`config.mk`:
```
export PLATFORM = sky130hd
export DESIGN_NAME = imm_decode_ctrl_flat
export DESIGN_NICKNAME = d
export VERILOG_FILES = /design/src/rtl/imm_decode_ctrl_pkg.sv /design/src/rtl/imm_decode_ctrl_if.sv /design/src/rtl/imm_decode_ctrl_format_decode.sv /design/src/rtl/imm_decode_ctrl.sv /design/src/flat_wrapper.sv
export SDC_FILE = /design/constraint.sdc
export NUM_CORES = 1
export LEC_CHECK = 0
export BUFFER_PORTS_ARGS = -buffer_cell sky130_fd_sc_hd__buf_2
export CAP_MARGIN = 20
export CELL_PAD_IN_SITES_DETAIL_PLACEMENT = 2
export CELL_PAD_IN_SITES_GLOBAL_PLACEMENT = 2
export CORE_MARGIN = 2
export CORE_UTILIZATION = 23
export CTS_CLUSTER_DIAMETER = 80
export CTS_CLUSTER_SIZE = 10
export DETAILED_ROUTE_END_ITERATION = 10
export PLACE_DENSITY_LB_ADDON = 0.1
export REMOVE_ABC_BUFFERS = 1
export SYNTH_ARGS = -nofsm -noshare
export SYNTH_HDL_FRONTEND = slang
export SYNTH_SLANG_ARGS = --single-unit
```
`constraint.sdc`:
```
create_clock -name clk -period 2.61 [get_ports clk]
set_input_delay 0.1305 -clock clk [delete_from_list [all_inputs] [get_ports clk]]
set_output_delay 0.1305 -clock clk [all_outputs]
set_load 0.03 [all_outputs]
```
`src/rtl/imm_decode_ctrl_pkg.sv`:
```
// +--------------------------------------------------------------------------+
// | rv_decode_pkg : opcodes, immediate formats and FIFO entry layout for the |
// |                 RV32I immediate decode front-end                         |
// | Revision      : 1.0                                                      |
// +--------------------------------------------------------------------------+
`default_nettype none

package rv_decode_pkg;

    localparam logic [6:0] OPC_LOAD   = 7'b0000011;
    localparam logic [6:0] OPC_FENCE  = 7'b0001111;
    localparam logic [6:0] OPC_OP_IMM = 7'b0010011;
    localparam logic [6:0] OPC_AUIPC  = 7'b0010111;
    localparam logic [6:0] OPC_STORE  = 7'b0100011;
    localparam logic [6:0] OPC_OP     = 7'b0110011;
    localparam logic [6:0] OPC_LUI    = 7'b0110111;
    localparam logic [6:0] OPC_BRANCH = 7'b1100011;
    localparam logic [6:0] OPC_JALR   = 7'b1100111;
    localparam logic [6:0] OPC_JAL    = 7'b1101111;
    localparam logic [6:0] OPC_SYSTEM = 7'b1110011;

    typedef enum logic [2:0] {
        FMT_NONE    = 3'd0,
        FMT_I       = 3'd1,
        FMT_SHAMT   = 3'd2,
        FMT_S       = 3'd3,
        FMT_B       = 3'd4,
        FMT_U       = 3'd5,
        FMT_J       = 3'd6,
        FMT_ILLEGAL = 3'd7
    } imm_fmt_e;

    // Bit positions of the generator select lines inside gen_sel
    localparam int SEL_TYPE  = 0;
    localparam int SEL_TYPE2 = 1;
    localparam int SEL_TYPE3 = 2;

    typedef struct packed {
        logic [31:0] imm;
        imm_fmt_e    fmt;
        logic        illegal;
        logic [19:0] gen_field;
        logic [2:0]  gen_sel;
    } fifo_entry_t;

endpackage

`default_nettype wire

```
`src/rtl/imm_decode_ctrl_if.sv`:
```
// +--------------------------------------------------------------------------+
// | imm_decode_ctrl_if : instruction-in / decoded-immediate-out bus          |
// | Revision           : 1.0                                                 |
// +--------------------------------------------------------------------------+
`default_nettype none

interface imm_decode_ctrl_if;

    logic        in_valid;
    logic        in_ready;
    logic [31:0] in_inst;
    logic        out_valid;
    logic        out_ready;
    logic [31:0] out_imm;
    logic [2:0]  out_fmt;
    logic        out_illegal;
    logic [19:0] out_gen_field;
    logic        out_gen_type;
    logic        out_gen_type2;
    logic        out_gen_type3;

    modport slave (
        input  in_valid, in_inst, out_ready,
        output in_ready, out_valid, out_imm, out_fmt, out_illegal,
               out_gen_field, out_gen_type, out_gen_type2, out_gen_type3
    );

    modport master (
        output in_valid, in_inst, out_ready,
        input  in_ready, out_valid, out_imm, out_fmt, out_illegal,
               out_gen_field, out_gen_type, out_gen_type2, out_gen_type3
    );

endinterface

`default_nettype wire

```
`src/rtl/imm_decode_ctrl_format_decode.sv`:
```
// +--------------------------------------------------------------------------+
// | imm_format_decode : combinational opcode classifier and immediate        |
// |                     builder producing one FIFO entry per instruction     |
// | Revision          : 1.0                                                  |
// +--------------------------------------------------------------------------+
`default_nettype none

module imm_format_decode
    import rv_decode_pkg::*;
(
    input  wire logic [31:0] i_inst,
    output fifo_entry_t      o_entry
);

    logic [6:0]  w_opc;
    logic [2:0]  w_f3;
    logic [6:0]  w_f7;
    logic [11:0] w_s_imm;
    logic [11:0] w_b_imm;
    logic [19:0] w_j_imm;
    imm_fmt_e    w_fmt;

    assign w_opc   = i_inst[6:0];
    assign w_f3    = i_inst[14:12];
    assign w_f7    = i_inst[31:25];
    assign w_s_imm = {i_inst[31:25], i_inst[11:7]};
    assign w_b_imm = {i_inst[31], i_inst[7], i_inst[30:25], i_inst[11:8]};
    assign w_j_imm = {i_inst[31], i_inst[19:12], i_inst[20], i_inst[30:21]};

    // Every listed opcode ends in 2'b11, so compressed encodings fall to default
    always_comb begin
        w_fmt = FMT_ILLEGAL;
        case (w_opc)
            OPC_LOAD, OPC_FENCE, OPC_SYSTEM: w_fmt = FMT_I;
            OPC_JALR: begin
                if (w_f3 == 3'b000) w_fmt = FMT_I;
            end
            OPC_OP_IMM: begin
                if (w_f3 == 3'b001 || w_f3 == 3'b101) begin
                    if (w_f7 == 7'b0000000 || (w_f7 == 7'b0100000 && w_f3 == 3'b101))
                        w_fmt = FMT_SHAMT;
                end else begin
                    w_fmt = FMT_I;
                end
            end
            OPC_STORE: w_fmt = FMT_S;
            OPC_BRANCH: begin
                if (w_f3 != 3'b010 && w_f3 != 3'b011) w_fmt = FMT_B;
            end
            OPC_LUI, OPC_AUIPC: w_fmt = FMT_U;
            OPC_JAL:            w_fmt = FMT_J;
            OPC_OP:             w_fmt = FMT_NONE;
            default:            w_fmt = FMT_ILLEGAL;
        endcase
    end

    always_comb begin
        o_entry     = '0;
        o_entry.fmt = w_fmt;
        case (w_fmt)
            FMT_I: begin
                o_entry.gen_field = {8'b0, i_inst[31:20]};
                o_entry.imm       = {{20{i_inst[31]}}, i_inst[31:20]};
            end
            FMT_SHAMT: begin
                o_entry.gen_field          = {15'b0, i_inst[24:20]};
                o_entry.gen_sel[SEL_TYPE]  = 1'b1;
                o_entry.imm                = {27'b0, i_inst[24:20]};
            end
            FMT_S: begin
                o_entry.gen_field = {8'b0, w_s_imm};
                o_entry.imm       = {{20{w_s_imm[11]}}, w_s_imm};
            end
            FMT_B: begin
                o_entry.gen_field          = {8'b0, w_b_imm};
                o_entry.gen_sel[SEL_TYPE2] = 1'b1;
                o_entry.imm                = {{19{w_b_imm[11]}}, w_b_imm, 1'b0};
            end
            FMT_U: begin
                o_entry.gen_field          = i_inst[31:12];
                o_entry.gen_sel[SEL_TYPE3] = 1'b1;
                o_entry.imm                = {i_inst[31:12], 12'b0};
            end
            FMT_J: begin
                o_entry.gen_field          = w_j_imm;
                o_entry.gen_sel[SEL_TYPE2] = 1'b1;
                o_entry.gen_sel[SEL_TYPE]  = 1'b1;
                o_entry.imm                = {{11{w_j_imm[19]}}, w_j_imm, 1'b0};
            end
            FMT_ILLEGAL: o_entry.illegal = 1'b1;
            default: ;
        endcase
    end

endmodule

`default_nettype wire

```
`src/rtl/imm_decode_ctrl.sv`:
```
// +--------------------------------------------------------------------------+
// | imm_decode_ctrl : decode front-end with 2-entry output FIFO, valid/ready |
// |                   handshake and saturating illegal-instruction counter   |
// | Revision        : 1.0                                                    |
// +--------------------------------------------------------------------------+
`default_nettype none

module imm_decode_ctrl
    import rv_decode_pkg::*;
#(
    parameter int CNT_W = 16
) (
    input  wire logic             clk,
    input  wire logic             rst_n,
    input  wire logic             flush,
    imm_decode_ctrl_if.slave      bus,
    output logic [CNT_W-1:0]      illegal_cnt
);

    fifo_entry_t      r_mem [2];
    logic             r_wr_ptr;
    logic             r_rd_ptr;
    logic [1:0]       r_count;
    logic [CNT_W-1:0] r_illegal_cnt;

    fifo_entry_t      w_dec_entry;
    fifo_entry_t      w_head;
    logic             w_in_ready;
    logic             w_out_valid;
    logic             w_push;
    logic             w_pop;

    imm_format_decode u_decode (
        .i_inst  (bus.in_inst),
        .o_entry (w_dec_entry)
    );

    // Ready depends only on registered occupancy so it never combinationally follows out_ready
    assign w_in_ready  = (r_count != 2'd2);
    assign w_out_valid = (r_count != 2'd0);
    assign w_push      = bus.in_valid && w_in_ready;
    assign w_pop       = w_out_valid && bus.out_ready;

    always_ff @(posedge clk or negedge rst_n) begin
        if (!rst_n) begin
            r_mem[0] <= '0;
            r_mem[1] <= '0;
            r_wr_ptr <= 1'b0;
            r_rd_ptr <= 1'b0;
            r_count  <= 2'd0;
        end else if (flush) begin
            r_wr_ptr <= 1'b0;
            r_rd_ptr <= 1'b0;
            r_count  <= 2'd0;
        end else begin
            if (w_push) begin
                r_mem[r_wr_ptr] <= w_dec_entry;
                r_wr_ptr        <= ~r_wr_ptr;
            end
            if (w_pop) begin
                r_rd_ptr <= ~r_rd_ptr;
            end
            case ({w_push, w_pop})
                2'b10:   r_count <= r_count + 2'd1;
                2'b01:   r_count <= r_count - 2'd1;
                default: r_count <= r_count;
            endcase
        end
    end

    // Counts every accepted illegal instruction, including one discarded by flush
    always_ff @(posedge clk or negedge rst_n) begin
        if (!rst_n) begin
            r_illegal_cnt <= '0;
        end else if (w_push && w_dec_entry.illegal && (r_illegal_cnt != {CNT_W{1'b1}})) begin
            r_illegal_cnt <= r_illegal_cnt + 1'b1;
        end
    end

    assign w_head = w_out_valid ? r_mem[r_rd_ptr] : '0;

    assign bus.in_ready      = w_in_ready;
    assign bus.out_valid     = w_out_valid;
    assign bus.out_imm       = w_head.imm;
    assign bus.out_fmt       = w_head.fmt;
    assign bus.out_illegal   = w_head.illegal;
    assign bus.out_gen_field = w_head.gen_field;
    assign bus.out_gen_type  = w_head.gen_sel[SEL_TYPE];
    assign bus.out_gen_type2 = w_head.gen_sel[SEL_TYPE2];
    assign bus.out_gen_type3 = w_head.gen_sel[SEL_TYPE3];
    assign illegal_cnt       = r_illegal_cnt;

endmodule

`default_nettype wire

```
`src/flat_wrapper.sv`:
```
// flat-port wrapper written by rule: the top's interface ports become plain ports
module imm_decode_ctrl_flat import rv_decode_pkg::*;
#(
    parameter int CNT_W = 16
)
  (clk, rst_n, flush, illegal_cnt, bus_in_valid, bus_in_inst, bus_out_ready, bus_in_ready, bus_out_valid, bus_out_imm, bus_out_fmt, bus_out_illegal, bus_out_gen_field, bus_out_gen_type, bus_out_gen_type2, bus_out_gen_type3);
  imm_decode_ctrl_if bus_i ();
  input  wire logic clk;
  input  wire logic rst_n;
  input  wire logic flush;
  output logic [CNT_W-1:0] illegal_cnt;
  input wire logic [$bits(bus_i.in_valid)-1:0] bus_in_valid;
  input wire logic [$bits(bus_i.in_inst)-1:0] bus_in_inst;
  input wire logic [$bits(bus_i.out_ready)-1:0] bus_out_ready;
  output wire logic [$bits(bus_i.in_ready)-1:0] bus_in_ready;
  output wire logic [$bits(bus_i.out_valid)-1:0] bus_out_valid;
  output wire logic [$bits(bus_i.out_imm)-1:0] bus_out_imm;
  output wire logic [$bits(bus_i.out_fmt)-1:0] bus_out_fmt;
  output wire logic [$bits(bus_i.out_illegal)-1:0] bus_out_illegal;
  output wire logic [$bits(bus_i.out_gen_field)-1:0] bus_out_gen_field;
  output wire logic [$bits(bus_i.out_gen_type)-1:0] bus_out_gen_type;
  output wire logic [$bits(bus_i.out_gen_type2)-1:0] bus_out_gen_type2;
  output wire logic [$bits(bus_i.out_gen_type3)-1:0] bus_out_gen_type3;
  assign bus_i.in_valid = bus_in_valid;
  assign bus_i.in_inst = bus_in_inst;
  assign bus_i.out_ready = bus_out_ready;
  assign bus_in_ready = bus_i.in_ready;
  assign bus_out_valid = bus_i.out_valid;
  assign bus_out_imm = bus_i.out_imm;
  assign bus_out_fmt = bus_i.out_fmt;
  assign bus_out_illegal = bus_i.out_illegal;
  assign bus_out_gen_field = bus_i.out_gen_field;
  assign bus_out_gen_type = bus_i.out_gen_type;
  assign bus_out_gen_type2 = bus_i.out_gen_type2;
  assign bus_out_gen_type3 = bus_i.out_gen_type3;
  imm_decode_ctrl #(.CNT_W(CNT_W)) u_core (.clk(clk), .rst_n(rst_n), .flush(flush), .bus(bus_i), .illegal_cnt(illegal_cnt));
endmodule
```
; Word level (Yosys, flattened, before mapping)
; Cells that the tools add are included.
[op_classes]
addsub = 3
n_eq_ne = 27
div = 0
bitwise_logic = 5
n_lt_le_gt_ge = 3
reduce_logical = 20
multipliers = 0
shift = 0
mux = 24
[op_table]
columns = operator, count
row1 = 59-bit two-way mux, 5
row2 = 32-bit one-hot mux with 6 select lines, 1
row3 = 20-bit one-hot mux with 6 select lines, 1
row4 = 118-bit bitwise mux, 1
row5 = 59-bit demux with 1-bit select, 1
row6 = 7-bit by 6-bit == test with 1-bit output (second input constant), 4
row7 = 7-bit == test (second input constant), 4
row8 = 3-bit one-hot mux with 8 select lines, 1
row9 = 16-bit by 1-bit adder with 16-bit output (second input constant), 1
row10 = 16-bit != test (second input constant), 1
row11 = 3-bit == test (second input constant), 5
row12 = 7-bit by 5-bit == test with 1-bit output (second input constant), 2
row13 = 3-bit two-way mux, 3
row14 = 1-bit two-way mux, 8
row15 = 7-bit by 2-bit == test with 1-bit output (second input constant), 1
row16 = 7-bit by 4-bit == test with 1-bit output (second input constant), 1
row17 = 1-bit logical AND, 7
row18 = 7-bit logical NOT, 1
row19 = 3-bit by 1-bit == test with 1-bit output (second input constant), 2
row20 = 3-bit by 2-bit == test with 1-bit output (second input constant), 2
row21 = 3-bit by 2-bit != test with 1-bit output (second input constant), 2
row22 = 2-bit nonzero test, 3
row23 = 2-bit OR reduction, 3
row24 = 2-bit >= comparator (second input constant), 2
row25 = other kinds (15), 20
[word_totals]
wordCells = 96
inputBits = 37
n_memories = 0
reg_bits = 138
output_inout_bits = 77
latch_bits = 0
ramBits = 0
rom_bits = 0

; Logic depth before layout (Yosys ltp)
[logic_depth]
depth_word = 10
mapped_depth = 10

; Hierarchy
; A second synthesis with hierarchy kept.
[hier_totals]
cells_unflattened = 658
area_unflattened_um2 = 7370.8
[by_module_without_submodules]
columns = module, cells_per_inst, area_per_inst_um2, instances
row1 = imm_decode_ctrl, 478, 6238.5, 1
row2 = imm_format_decode, 180, 1132.3, 1

; Least setup slack after synthesis
; No wires, ideal clock.
[synth_timing]
kind = input port to flip-flop
from = input bus_in_inst[2]
to = register u_core.r_mem[29] in the netlist's numbering
n_path_buf = 3
arrival_time_ns = 2.264
required_time_ns = 2.484
cell_stages = 10
slack_ns = 0.220
path_cell_list = buf_6 or2_4 or4_4 a31o_4 and3_4 buf_6 and2_4 buf_6 a22o_1 o32a_1
[synth_via]
elab_chain_cells = 6
word_cells_on_any_way = 22
cone_classes = eq/ne (17) / mux (3) / reduce/logical (2)
[synth_rtl]
columns = element, line
row1 = "start, declared", flat_wrapper.sv:13  ; input wire logic [$bits(bus_i.in_inst)-1:0] bus_in_inst;
row2 = 7-bit by 2-bit == test with 1-bit output (tied with other cells), imm_decode_ctrl_format_decode.sv:33  ; case (w_opc)
row3 = 3-bit OR reduction or 2-bit OR reduction (tied branches), imm_decode_ctrl_format_decode.sv:33
row4 = 3-bit one-hot mux with 8 select lines (*), imm_decode_ctrl_format_decode.sv:33
row5 = 3-bit == test (tied with other cells), imm_decode_ctrl_format_decode.sv:60  ; case (w_fmt)
row6 = 32-bit one-hot mux with 6 select lines (*), imm_decode_ctrl_format_decode.sv:60
row7 = 118-bit bitwise mux (*), imm_decode_ctrl.sv:57  ; r_mem[r_wr_ptr] <= w_dec_entry;
row8 = "end signal, assigned by index", imm_decode_ctrl.sv:57
row9 = "end, declared", imm_decode_ctrl.sv:20  ; fifo_entry_t r_mem [2];
; Mark *: on every way between the ends. The rest lies on a longest branch, timed or not.
; A chain may end at the register's enable or synchronous reset.

; Worst setup path in the final report
[layout_timing]
from = input bus_in_inst[26]
to = register u_core.r_mem[31] in the netlist's numbering
[layout_via]
elab_chain_cells = 9
word_cells_on_any_way = 15
cone_classes = eq/ne (7) / mux (5) / reduce/logical (3)
[layout_rtl]
columns = element, line
row1 = 7-bit by 6-bit == test with 1-bit output, imm_decode_ctrl_format_decode.sv:40  ; if (w_f7 == 7'b0000000 || (w_f7 == 7'b0100000 && w_f3 == 3'b101))
row2 = 1-bit logical AND, imm_decode_ctrl_format_decode.sv:40
row3 = 1-bit logical OR (*), imm_decode_ctrl_format_decode.sv:40
row4 = 3-bit two-way mux (*), imm_decode_ctrl_format_decode.sv:40
row5 = 3-bit two-way mux (*), imm_decode_ctrl_format_decode.sv:39  ; if (w_f3 == 3'b001 || w_f3 == 3'b101) begin
row6 = 3-bit one-hot mux with 8 select lines (*), imm_decode_ctrl_format_decode.sv:33
row7 = 3-bit == test (tied with other cells), imm_decode_ctrl_format_decode.sv:60
row8 = 32-bit one-hot mux with 6 select lines (*), imm_decode_ctrl_format_decode.sv:60
row9 = 118-bit bitwise mux (*), imm_decode_ctrl.sv:57
; Marks and branches as above.

==> impl_metrics.json <==
{
  "worst-path-max-fanout": 8,
  "hp-class": "primary input to flop",
  "synthMuxAreaShare": 0.0885,
  "antenna_cells": 0,
  "coreArea_um2": 30400,
  "drt_iter0_drc": 259,
  "cts_tree": "done",
  "synth_area_um2": 7050,
  "die-area_um2": 32100,
  "clk_path_buf_depth": 2,
  "antenna_found_initial": 1,
  "async_reset_ff_frac": 1.00,
  "p_leak_nw": 3.91,
  "grt_pass1_wl_um": 40700,
  "clock_latency_ns": 0.42,
  "holdBufCountCts": 3,
  "synth_top_family_by_area": "simple AND/OR/NAND/NOR gates",
  "dp_hpwl_um": 18300,
  "postSynthAreaPerCell_um2": 9.26,
  "firstDrtPassIters": 5,
  "fin_setup_tns_ns": 0,
  "cts_sinks": 138,
  "slew_headroom": 0.501,
  "path_buf_inv": 2,
  "critPathKind": "primary input to flop",
  "drive_gt1_frac": 0.237,
  "hold_ws_ns": 0.0420,
  "fin_crit_sh": 0.878,
  "slew_viol_final": 0,
  "status": "finished, final reports clean",
  "reg2reg_from": "u_core.r_count[0]$_DFFE_PN0P_",
  "ctsRootBufferMaster": "clkbuf_16",
  "multi_input_area_um2": 3340,
  "seq_area_frac_synth": 0.490,
  "fin_util": 0.293,
  "synth_compound_area_frac": 0.164,
  "avgViaCountPerCell": 4.79,
  "cp_top_family": "compound AO/OA/AOI/OAI gates",
  "yosys.area_share.adder": 0.00177,
  "ir_worst_vdd_uv": 406,
  "cp_slowest_cell": "or4_1",
  "pre_cts_slack_ns": -0.0763,
  "seqCellArea_um2": 3460,
  "crit_arrival_ns": 2.57,
  "min_path_cells": 3,
  "start_util": 0.232,
  "grt_overflow": 0,
  "max_slew.worst_pin.slew_ns": 0.749,
  "setup_viol": 0,
  "grt_max_degree": 72,
  "yosys_register_bits": 138,
  "hold_start": "bus_in_inst[18]",
  "path_cells": "buf_2, or4_1, a2111oi_2, buf_4, a31o_4, nand2_1, xnor2_2, a2111oi_0, nor3_1",
  "ios": 114,
  "grt_pass1_vias": 7011,
  "rsz0062_at_grt": "no",
  "p_per_area_nw_per_um2": 755,
  "num-fill-cells": 3459,
  "cpPeakStageDelay_ns": 0.63,
  "wl_per_cell_um": 20.0,
  "dieWidth_um": 179,
  "synth_edf_count": 0,
  "synth_simple_gate_area_frac": 0.192,
  "netlist_instances": 762,
  "wl_um": 26000,
  "grt.total_usage": 0.169,
  "crit_path_start": "bus_in_inst[26]",
  "fin_ws_ns": 0.320,
  "postCtsSetupBuffers": 0,
  "fp-row-count": 64,
  "route.detailed.drc": 0,
  "cp.required_ns": 2.89,
  "gp_congestion": 0.758,
  "skew_ns": 0.0105,
  "finalHoldViolCount": 0,
  "end_kind": "flop",
  "ys_types": 70,
  "synth_warnings": 0,
  "worst-path-stages": 9,
  "cts_resized": 0,
  "synth_xor_area_frac": 0.0247,
  "fmax_ghz": 0.437,
  "htree_levels": 4,
  "synth_ff_type": "dfrtp_1",
  "fp.dieH_um": 179,
  "cap_viol_max_count": 0,
  "ant_nets": 0,
  "vias": 6219,
  "numCtsBuffers": 17,
  "cts.clk_slew.worst_paths_ns": 0.07,
  "io_buffers": 113,
  "min_period_ns": 2.29,
  "reg2regPathDepth": 7,
  "areaGrowthSynthToFinish_pct": 26.6,
  "start_kind": "primary input",
  "layout.nets": 927
}
-- worst min-delay path, delay by kind of cell --
family / cells / cell delay [ns]
compound gates: 1 / 0.08
buf+inv: 1 / 0.14
simple gates: 1 / 0.08
-- layer usage --
metal / vias to the layer above / global-route usage / wire length, µm
met5: - / 0 / 16
met1: 3183 / 0.213 / 11500
met4: 2 / 0.0477 / 259
li1: 2905 / - / -
met2: 111 / 0.298 / 13300
met3: 18 / 0.0259 / 930
-- layout make-up --
type | count | area share
sequential | 138 | 0.387
multi-input combinational | 566 | 0.375
timing repair buffer | 161 | 0.115
tap | 396 | 0.0555
clock buffer | 20 | 0.0500
clock inverter | 12 | 0.0154
inverter | 5 | 0.00210
-- state kept, by name, indices dropped and copies added, names as in the netlist --
signal / cells
u_core.r_rd_ptr: 1
u_core.illegal_cnt: 16
u_core.r_wr_ptr: 1
u_core.r_mem: 118
u_core.r_count: 2
-- power by group --
part | total [W] | leakage [nW] | internal (W) | switching [W]
Sequential | 0.00279 | 1.77 | 0.00252 | 0.000272
Combinational | 0.00149 | 1.86 | 0.000540 | 0.000948
Clock | 0.00246 | 0.282 | 0.00145 | 0.00102
Total | 0.00674 | 3.91 | 0.00451 | 0.00224
-- final timing paths --
check	to	slack, ns
setup / recovery	u_core.r_mem[31]$_DFFE_PN0P_	0.32
hold / removal	u_core.r_mem[45]$_DFFE_PN0P_	0.04
setup reg to reg	u_core.illegal_cnt[4]$_DFFE_PN0P_	0.43
hold reg to reg	u_core.r_mem[79]$_DFFE_PN0P_	0.48
max in group asynchronous	u_core.r_mem[59]$_DFFE_PN0P_	1.44
min in group asynchronous	u_core.r_mem[94]$_DFFE_PN0P_	0.32
-- cell usage after synthesis (2+ instances only) --
master     instances  share of area
nand3b_1           2         0.0021
a21oi_1           34          0.024
xnor2_1           15          0.019
nor3_1             7         0.0050
a221oi_1           2         0.0025
and3_1             4         0.0035
nor2_1           124          0.066
buf_2              4         0.0028
a31oi_1           28          0.025
nand4_1            6         0.0053
a222oi_1           5         0.0071
a21o_1             3         0.0032
buf_6              5         0.0080
a22o_1             6         0.0074
o32a_1             6         0.0085
a22oi_1            2         0.0021
nand3_1           10         0.0071
o21ai_0           57          0.040
nand2_1          124          0.066
mux2i_1           59          0.084
buf_4              3         0.0032
inv_1              5         0.0027
nor4_4             2         0.0060
a2111oi_0          2         0.0025
a21boi_0           9         0.0096
clkbuf_1          39          0.021
dfrtp_1          138           0.49
xor2_1             3         0.0037
and2_1             8         0.0071
nand2b_1           7         0.0062
mux2_2             3         0.0048
a2111oi_2          2         0.0043
-- layout by cell type, fill, tap and decap left out, drive strengths merged, types with 3 or more instances in the layout --
master       Yosys  routed
dlygate4sd3      0       3
nand2          124     124
a21boi           9       9
nand4            6       6
a21oi           36      36
nand3           10      10
inv              5       9
nor3             8       8
o21ai           58      58
nand2b           7       7
buf             13     158
mux2             3       3
o32a             6       6
and3             5       5
a222oi           5       5
clkbuf          40      20
a31oi           28      28
and2             9       9
mux2i           59      59
xor2             3       3
dfrtp          138     138
nor2           125     125
xnor2           16      16
a2111oi          4       4
a22o             6       6
a21o             3       3
clkinv           0       4
-- metrics by stage --
| stage | total power (W) | cells | area (µm²) |
|---|---|---|---|
| after CTS | 0.00687 | 1298 | 8930 |
| after global routing | 0.00714 | 1298 | 8930 |
| after floorplan | 0.00370 | 709 | 6800 |
| after detailed placement | 0.00436 | 1263 | 8310 |
| after global placement | 0.00426 | 1263 | 8310 |
| final | 0.00674 | 1298 | 8930 |
-- cell families (layout without fill, tap and decap cells) --
kind of cell               count (synthesis)  in the layout
AOI/OAI and AO/OA                        175            175
adders and majority gates                  1              1
buffers and inverters                     58            198
and+or+nand+nor                          309            309
muxes                                     62             62
DFF                                      138            138
xor gates and xnor gates                  19             19
(Power assumes the default switching activity.)
